--- src/rtl/instr_prefetch_pkg.sv ---
// Shared defaults and FSM encoding for the instruction prefetch unit.
package instr_prefetch_pkg;

    localparam int PC_WIDTH_DEF    = 10;
    localparam int INSTR_WIDTH_DEF = 16;
    localparam int RESET_PC_DEF    = 0;

    typedef enum logic {
        ST_RUN    = 1'b0,
        ST_HALTED = 1'b1
    } state_t;

endpackage

--- src/rtl/prefetch_fifo.sv ---
// Synchronous FIFO holding {pc, instr} pairs; flush empties it in one cycle.
module prefetch_fifo #(
    parameter int WIDTH = 26,
    parameter int DEPTH = 4
) (
    input  logic                     clk,
    input  logic                     rstn,
    input  logic                     push,
    input  logic                     pop,
    input  logic                     flush,
    input  logic [WIDTH-1:0]         wdata,
    output logic [WIDTH-1:0]         rdata,
    output logic [$clog2(DEPTH):0]   count
);

    localparam int PW = $clog2(DEPTH);
    localparam int CW = PW + 1;

    logic [WIDTH-1:0] mem [DEPTH];
    logic [PW-1:0]    wr_ptr;
    logic [PW-1:0]    rd_ptr;

    // Storage needs no reset; occupancy alone decides what is valid.
    always_ff @(posedge clk) begin
        if (push && !flush) begin
            mem[wr_ptr] <= wdata;
        end
    end

    always_ff @(posedge clk or negedge rstn) begin
        if (!rstn) begin
            wr_ptr <= '0;
            rd_ptr <= '0;
            count  <= '0;
        end else if (flush) begin
            wr_ptr <= '0;
            rd_ptr <= '0;
            count  <= '0;
        end else begin
            if (push) begin
                wr_ptr <= wr_ptr + PW'(1);
            end
            if (pop) begin
                rd_ptr <= rd_ptr + PW'(1);
            end
            case ({push, pop})
                2'b10:   count <= count + CW'(1);
                2'b01:   count <= count - CW'(1);
                default: count <= count;
            endcase
        end
    end

    assign rdata = mem[rd_ptr];

endmodule

--- src/rtl/instr_prefetch.sv ---
// Fetch PC, run/halt FSM and push/pop arbitration in front of IF/ID.
// Optional PREFETCH_BYPASS_EN: forward the ROM word directly when the queue is empty.
module instr_prefetch
    import instr_prefetch_pkg::*;
#(
    parameter int PC_WIDTH    = PC_WIDTH_DEF,
    parameter int INSTR_WIDTH = INSTR_WIDTH_DEF,
    parameter int DEPTH       = 4,
    parameter int RESET_PC    = RESET_PC_DEF
) (
    input  logic                     clk,
    input  logic                     rstn,
    output logic [PC_WIDTH-1:0]      rom_addr,
    input  logic [INSTR_WIDTH-1:0]   rom_data,
    input  logic                     redirect,
    input  logic [PC_WIDTH-1:0]      redirect_pc,
    input  logic                     halt_req,
    output logic                     out_valid,
    input  logic                     out_ready,
    output logic [INSTR_WIDTH-1:0]   out_instr,
    output logic [PC_WIDTH-1:0]      out_pc,
    output logic [$clog2(DEPTH):0]   count,
    output logic                     halted
);

    localparam int CW = $clog2(DEPTH) + 1;
    localparam int DW = PC_WIDTH + INSTR_WIDTH;

    state_t              state;
    logic [PC_WIDTH-1:0] pc;
    logic [DW-1:0]       rdata;
    logic                q_valid;
    logic                q_full;
    logic                q_pop;
    logic                run_ok;
    logic                fetch;
    logic                fifo_push;

    assign q_valid = (count != '0);
    assign q_full  = (count == CW'(DEPTH));
    assign q_pop   = q_valid & out_ready;
    assign run_ok  = (state == ST_RUN) & ~redirect & ~halt_req;
    // A pop in the same cycle frees the slot, so a full queue can still fetch.
    assign fetch   = run_ok & (~q_full | q_pop);

    always_comb begin
        fifo_push = fetch;
        out_valid = q_valid;
        out_pc    = q_valid ? rdata[DW-1 -: PC_WIDTH] : '0;
        out_instr = q_valid ? rdata[INSTR_WIDTH-1:0] : '0;
`ifdef PREFETCH_BYPASS_EN
        if (run_ok && !q_valid) begin
            out_valid = 1'b1;
            out_pc    = pc;
            out_instr = rom_data;
            fifo_push = fetch & ~out_ready;
        end
`endif
    end

    prefetch_fifo #(
        .WIDTH (DW),
        .DEPTH (DEPTH)
    ) u_fifo (
        .clk   (clk),
        .rstn  (rstn),
        .push  (fifo_push),
        .pop   (q_pop),
        .flush (redirect),
        .wdata ({pc, rom_data}),
        .rdata (rdata),
        .count (count)
    );

    // Redirect outranks everything, including leaving HALTED.
    always_ff @(posedge clk or negedge rstn) begin
        if (!rstn) begin
            pc    <= PC_WIDTH'(RESET_PC);
            state <= ST_RUN;
        end else if (redirect) begin
            pc    <= redirect_pc;
            state <= ST_RUN;
        end else begin
            if (fetch) begin
                pc <= pc + PC_WIDTH'(1);
            end
            if (state == ST_RUN && halt_req) begin
                state <= ST_HALTED;
            end
        end
    end

    assign rom_addr = pc;
    assign halted   = (state == ST_HALTED);

endmodule

--- config.mk ---
export PLATFORM = sky130hd
export DESIGN_NAME = instr_prefetch
export DESIGN_NICKNAME = d
export VERILOG_FILES = /design/src/rtl/instr_prefetch_pkg.sv /design/src/rtl/prefetch_fifo.sv /design/src/rtl/instr_prefetch.sv
export SDC_FILE = /design/constraint.sdc
export NUM_CORES = 1
export LEC_CHECK = 0
export ABC_AREA = 0
export BUFFER_PORTS_ARGS = -buffer_cell sky130_fd_sc_hd__buf_4
export CAP_MARGIN = 25
export CORE_ASPECT_RATIO = 1.75
export CORE_UTILIZATION = 34
export DETAILED_ROUTE_END_ITERATION = 8
export PLACE_DENSITY = 0.63
export SLEW_MARGIN = 20
export SYNTH_ARGS = -nofsm -noshare
export SYNTH_HDL_FRONTEND = slang
export SYNTH_SLANG_ARGS = --single-unit
--- constraint.sdc ---
create_clock -name clk -period 5.05 [get_ports clk]
set_clock_uncertainty 0.2 [all_clocks]
set_input_delay 0.505 -clock clk [delete_from_list [all_inputs] [get_ports clk]]
set_output_delay 0.505 -clock clk [all_outputs]
set_load 0.01 [all_outputs]
==> summary.md <==
| Metric | Value |
|---|---|
| Standard cell core area | 14400 sq um |
| Number of sinks driven by the clock tree | 122 |
| Number of cells traversed by the worst register-to-register path | 7 |
| Kind of cell with the highest combined delay on the critical path | simple AND/OR/NAND/NOR gates |
| Slowest cell on the critical path | sky130_fd_sc_hd__or3_1 |
| Worst hold path class | in -> reg |
| Max_slew headroom | 39.8% |
| Post-route fraction of the period consumed by the critical path | 58.7% |
| Worst setup slack after layout | 2.08 ns |
| Ports placed on the boundary | 72 |
| Share of final-layout standard cells stronger than drive strength 1 | 36.9% |
| Flops & latches, synth | 122 |
| Width of the die | 94 microns |
| Synth Cell Area | 5040 sq um |
| Nature of the critical path startpoint | register |
| Net Count, Synth | 320 |
| Average via count per standard cell | 5.00 |
| Pin count of the biggest net entering global routing | 31 |
| Final number of max-transition violations | 0 |
| Synthesized netlist cell count | 283 |
| Post-detailed-routing wire length | 9.65 mm |
| Detailed-router iteration count before antenna repair | 6 |
| Number of clock buffers inserted by TritonCTS | 17 |
| Dpl cells | 526 |
| Worst setup slack before clock tree synthesis | 2.05 ns |
| Path type of the worst setup path | reg -> reg |
| Transition time of the tightest slew-check pin | 0.903 ns |
| Count of H-tree levels built during CTS | 4 |
| Number of failing setup endpoints in the final timing report | 0 |
| Post-DRT Antenna Nets | 0 |
| Max-Cap Viols | 0 |
| Sequential element share of the synthesized area | 71.0% |
| Clock buffer depth | 2 |
| Worst stage delay on the critical path | 0.78 ns |
| Total via count in the routed design | 2796 |
| Number of antenna violations at the first check in global routing | 0 |
| Power per cell area | 450 nW/um^2 |
| Number of distinct standard cells referenced by the synthesized netlist | 43 |
| Cell breakdown of the critical path | or3_1 -> nand2_1 -> nor2_1 -> fa_1 -> nor4_1 -> o21ai_0 -> a31oi_1 |
| Total Negative Setup Slacks | 0 ns |
| Setup repair after global routing missed its margin | no |
| Average size of a mapped cell | 17.8 sq um |
| Routability cong. | 0.844 |
| CP Capture Type | register |
| Maximum VDD drop | 0.324 mV |
| Initial core utilization | 34.9% |
| Net count reported at finish | 404 |
| Via count of the first global-routing pass | 2994 |
| Tmin final | 2.97 ns |
| Most common cell after layout, fill and taps aside | sky130_fd_sc_hd__edfxtp_1 |
| Yosys warning total | 0 |
| Number of placement rows | 58 |
| Filler-free cell count of the finished design | 559 |
| First-pass GRT wire length | 15.4 mm |
| Leakage power | 0.00229 uW |
| Total count of hold-check failures in the final report | 0 |
| CTS tree | built |
| Filler cells | 1245 |
| Routed wire per std cell | 17.3 microns |
| Final core utilization | 44.2% |
| Syn-to-layout area delta | 26.8% |
| Fraction of registers with async set/reset | 14.8% |
| Highest Clock Rate | 337 MHz |
| Data arrival time of the worst path | 3.09 ns |
| Quantity of I/O buffers inserted on ports | 71 |
| CTS clk-pin slew, worst paths | 0.05 ns |
| Outcome | completed |
| Antenna Diode Count | 0 |
| Root buf cell | sky130_fd_sc_hd__clkbuf_16 |
| Detailed placement HPWL | 6.29 mm |
| Data required, critical path | 5.17 ns |
| Initial detailed-routing violation count | 109 |
| Number of cells on the critical path | 7 |
| Hold path cells | 1 |
| Prevailing post-synth register cell | sky130_fd_sc_hd__edfxtp_1 |
| Crit path buf inv count | 0 |
| Worst-skew pair later-pin latency | 0.40 ns |
| Remaining design rule violation count | 0 |
| Buffers inserted during post-CTS setup optimization | 0 |
| Die ar. | 15300 sq um |
| Global routing usage summed across all routing layers | 13.8% |
| GR Overflow Total | 0 |
| Highest-count cells in the layout ignoring fill and taps | sky130_fd_sc_hd__edfxtp_1, sky130_fd_sc_hd__buf_4, sky130_fd_sc_hd__and2_1, sky130_fd_sc_hd__mux4_2 |
| Critical path peak fanout | 30 |
| Die Y-Extent | 163 microns |
| Number of enable-type register cells in the synthesized netlist | 104 |
registers in the layout, summed over array words and instances (netlist names):
| register | count |
|---|---|
| halted | 1 |
| rom_addr | 10 |
| u_fifo.count | 3 |
| u_fifo.mem | 104 |
| u_fifo.rd_ptr | 2 |
| u_fifo.wr_ptr | 2 |
area by class of cell:
cell class                      count  area, sq um  area share [%]
Clock buffer                       17          425            6.66
Clock inverter                     14          174            2.72
Inverter                            5         18.8           0.294
Multi-Input combinational cell    143         1370            21.4
Sequential cell                   122         3570            56.0
Tap cell                          180          225            3.53
Timing Repair Buffer               78          601            9.40
report_power, final:
part           leakage (uW)  internal [uW]  switching [uW]
Combinational      0.000836            255             219
Clock              0.000282            775             423
Sequential          0.00117           1140            57.9
Total               0.00229           2170             700
cell usage after synthesis, drive strengths merged (3+ instances only):
| cell type | count | area share (%) |
|---|---|---|
| nand4 | 3 | 0.37 |
| dfrtp | 18 | 8.9 |
| nand3 | 6 | 0.60 |
| o21ai | 8 | 0.87 |
| nand2 | 12 | 0.89 |
| buf | 8 | 1.1 |
| o211ai | 3 | 0.45 |
| inv | 5 | 0.37 |
| mux4 | 26 | 12 |
| clkbuf | 5 | 0.37 |
| ha | 5 | 1.2 |
| nor2 | 13 | 0.97 |
| a221o | 3 | 0.60 |
| and2 | 31 | 3.9 |
| o311ai | 4 | 0.70 |
| edfxtp | 104 | 62 |
| nor4 | 3 | 0.37 |
metrics by stage:
step	hold WS [ns]	cell area [sq um]	power (uW)
6_report	0.101	6390	2870
5_1_grt	0.0922	6390	2990
4_1_cts	0.0907	6370	2900
3_5_place_dp	0.200	5760	1700
3_3_place_gp	0.193	5760	1690
2_1_floorplan	0.00941	5040	1480
per-layer routing:
layer / vias to the layer above / GRT usage (%) / part of all wire (%) / routed length, microns
met2: 77 / 25.3 / 58 / 5570
met1: 1411 / 14.3 / 36 / 3490
met4: 0 / 6.15 / 2.0 / 195
met5: - / 0 / 0 / 0
met3: 12 / 3.64 / 4.1 / 395
li1: 1296 / - / - / -
path summary, 6_finish.rpt:
path / start / end / slack [ns]
worst max-delay path: u_fifo.count[0]$_DFFE_PN0P_ / u_fifo.count[2]$_DFFE_PN0P_ / 2.08
worst min-delay path: rom_data[15] / u_fifo.mem[0][15]$_DFFE_PP_ / 0.10
worst max register to register: u_fifo.count[0]$_DFFE_PN0P_ / u_fifo.count[2]$_DFFE_PN0P_ / 2.08
worst min register to register: u_fifo.rd_ptr[1]$_DFFE_PN0P_ / u_fifo.rd_ptr[1]$_DFFE_PN0P_ / 0.35
max in group asynchronous: rstn / u_fifo.rd_ptr[0]$_DFFE_PN0P_ / 4.10
min in group asynchronous: rstn / rom_addr[5]$_DFFE_PN0P_ / 0.32
kinds of logic (layout without fill, tap and decap cells):
group / Yosys count / in the layout / synth area share, %
compound gates: 30 / 30 / 4.40
xor+xnor: 2 / 2 / 0.348
fa+ha+maj: 6 / 6 / 1.64
buf+inv: 18 / 114 / 1.86
flops: 122 / 122 / 71.0
mux: 28 / 28 / 12.0
simple gates: 77 / 77 / 8.75
repair_timing:
action / in CTS / in global routing
resized for setup: 0 / 0
hold endpoints to repair: 18 / 0
hold buffers: 1 / 0
No activity file was read; power rests on OpenSTA's default activity.
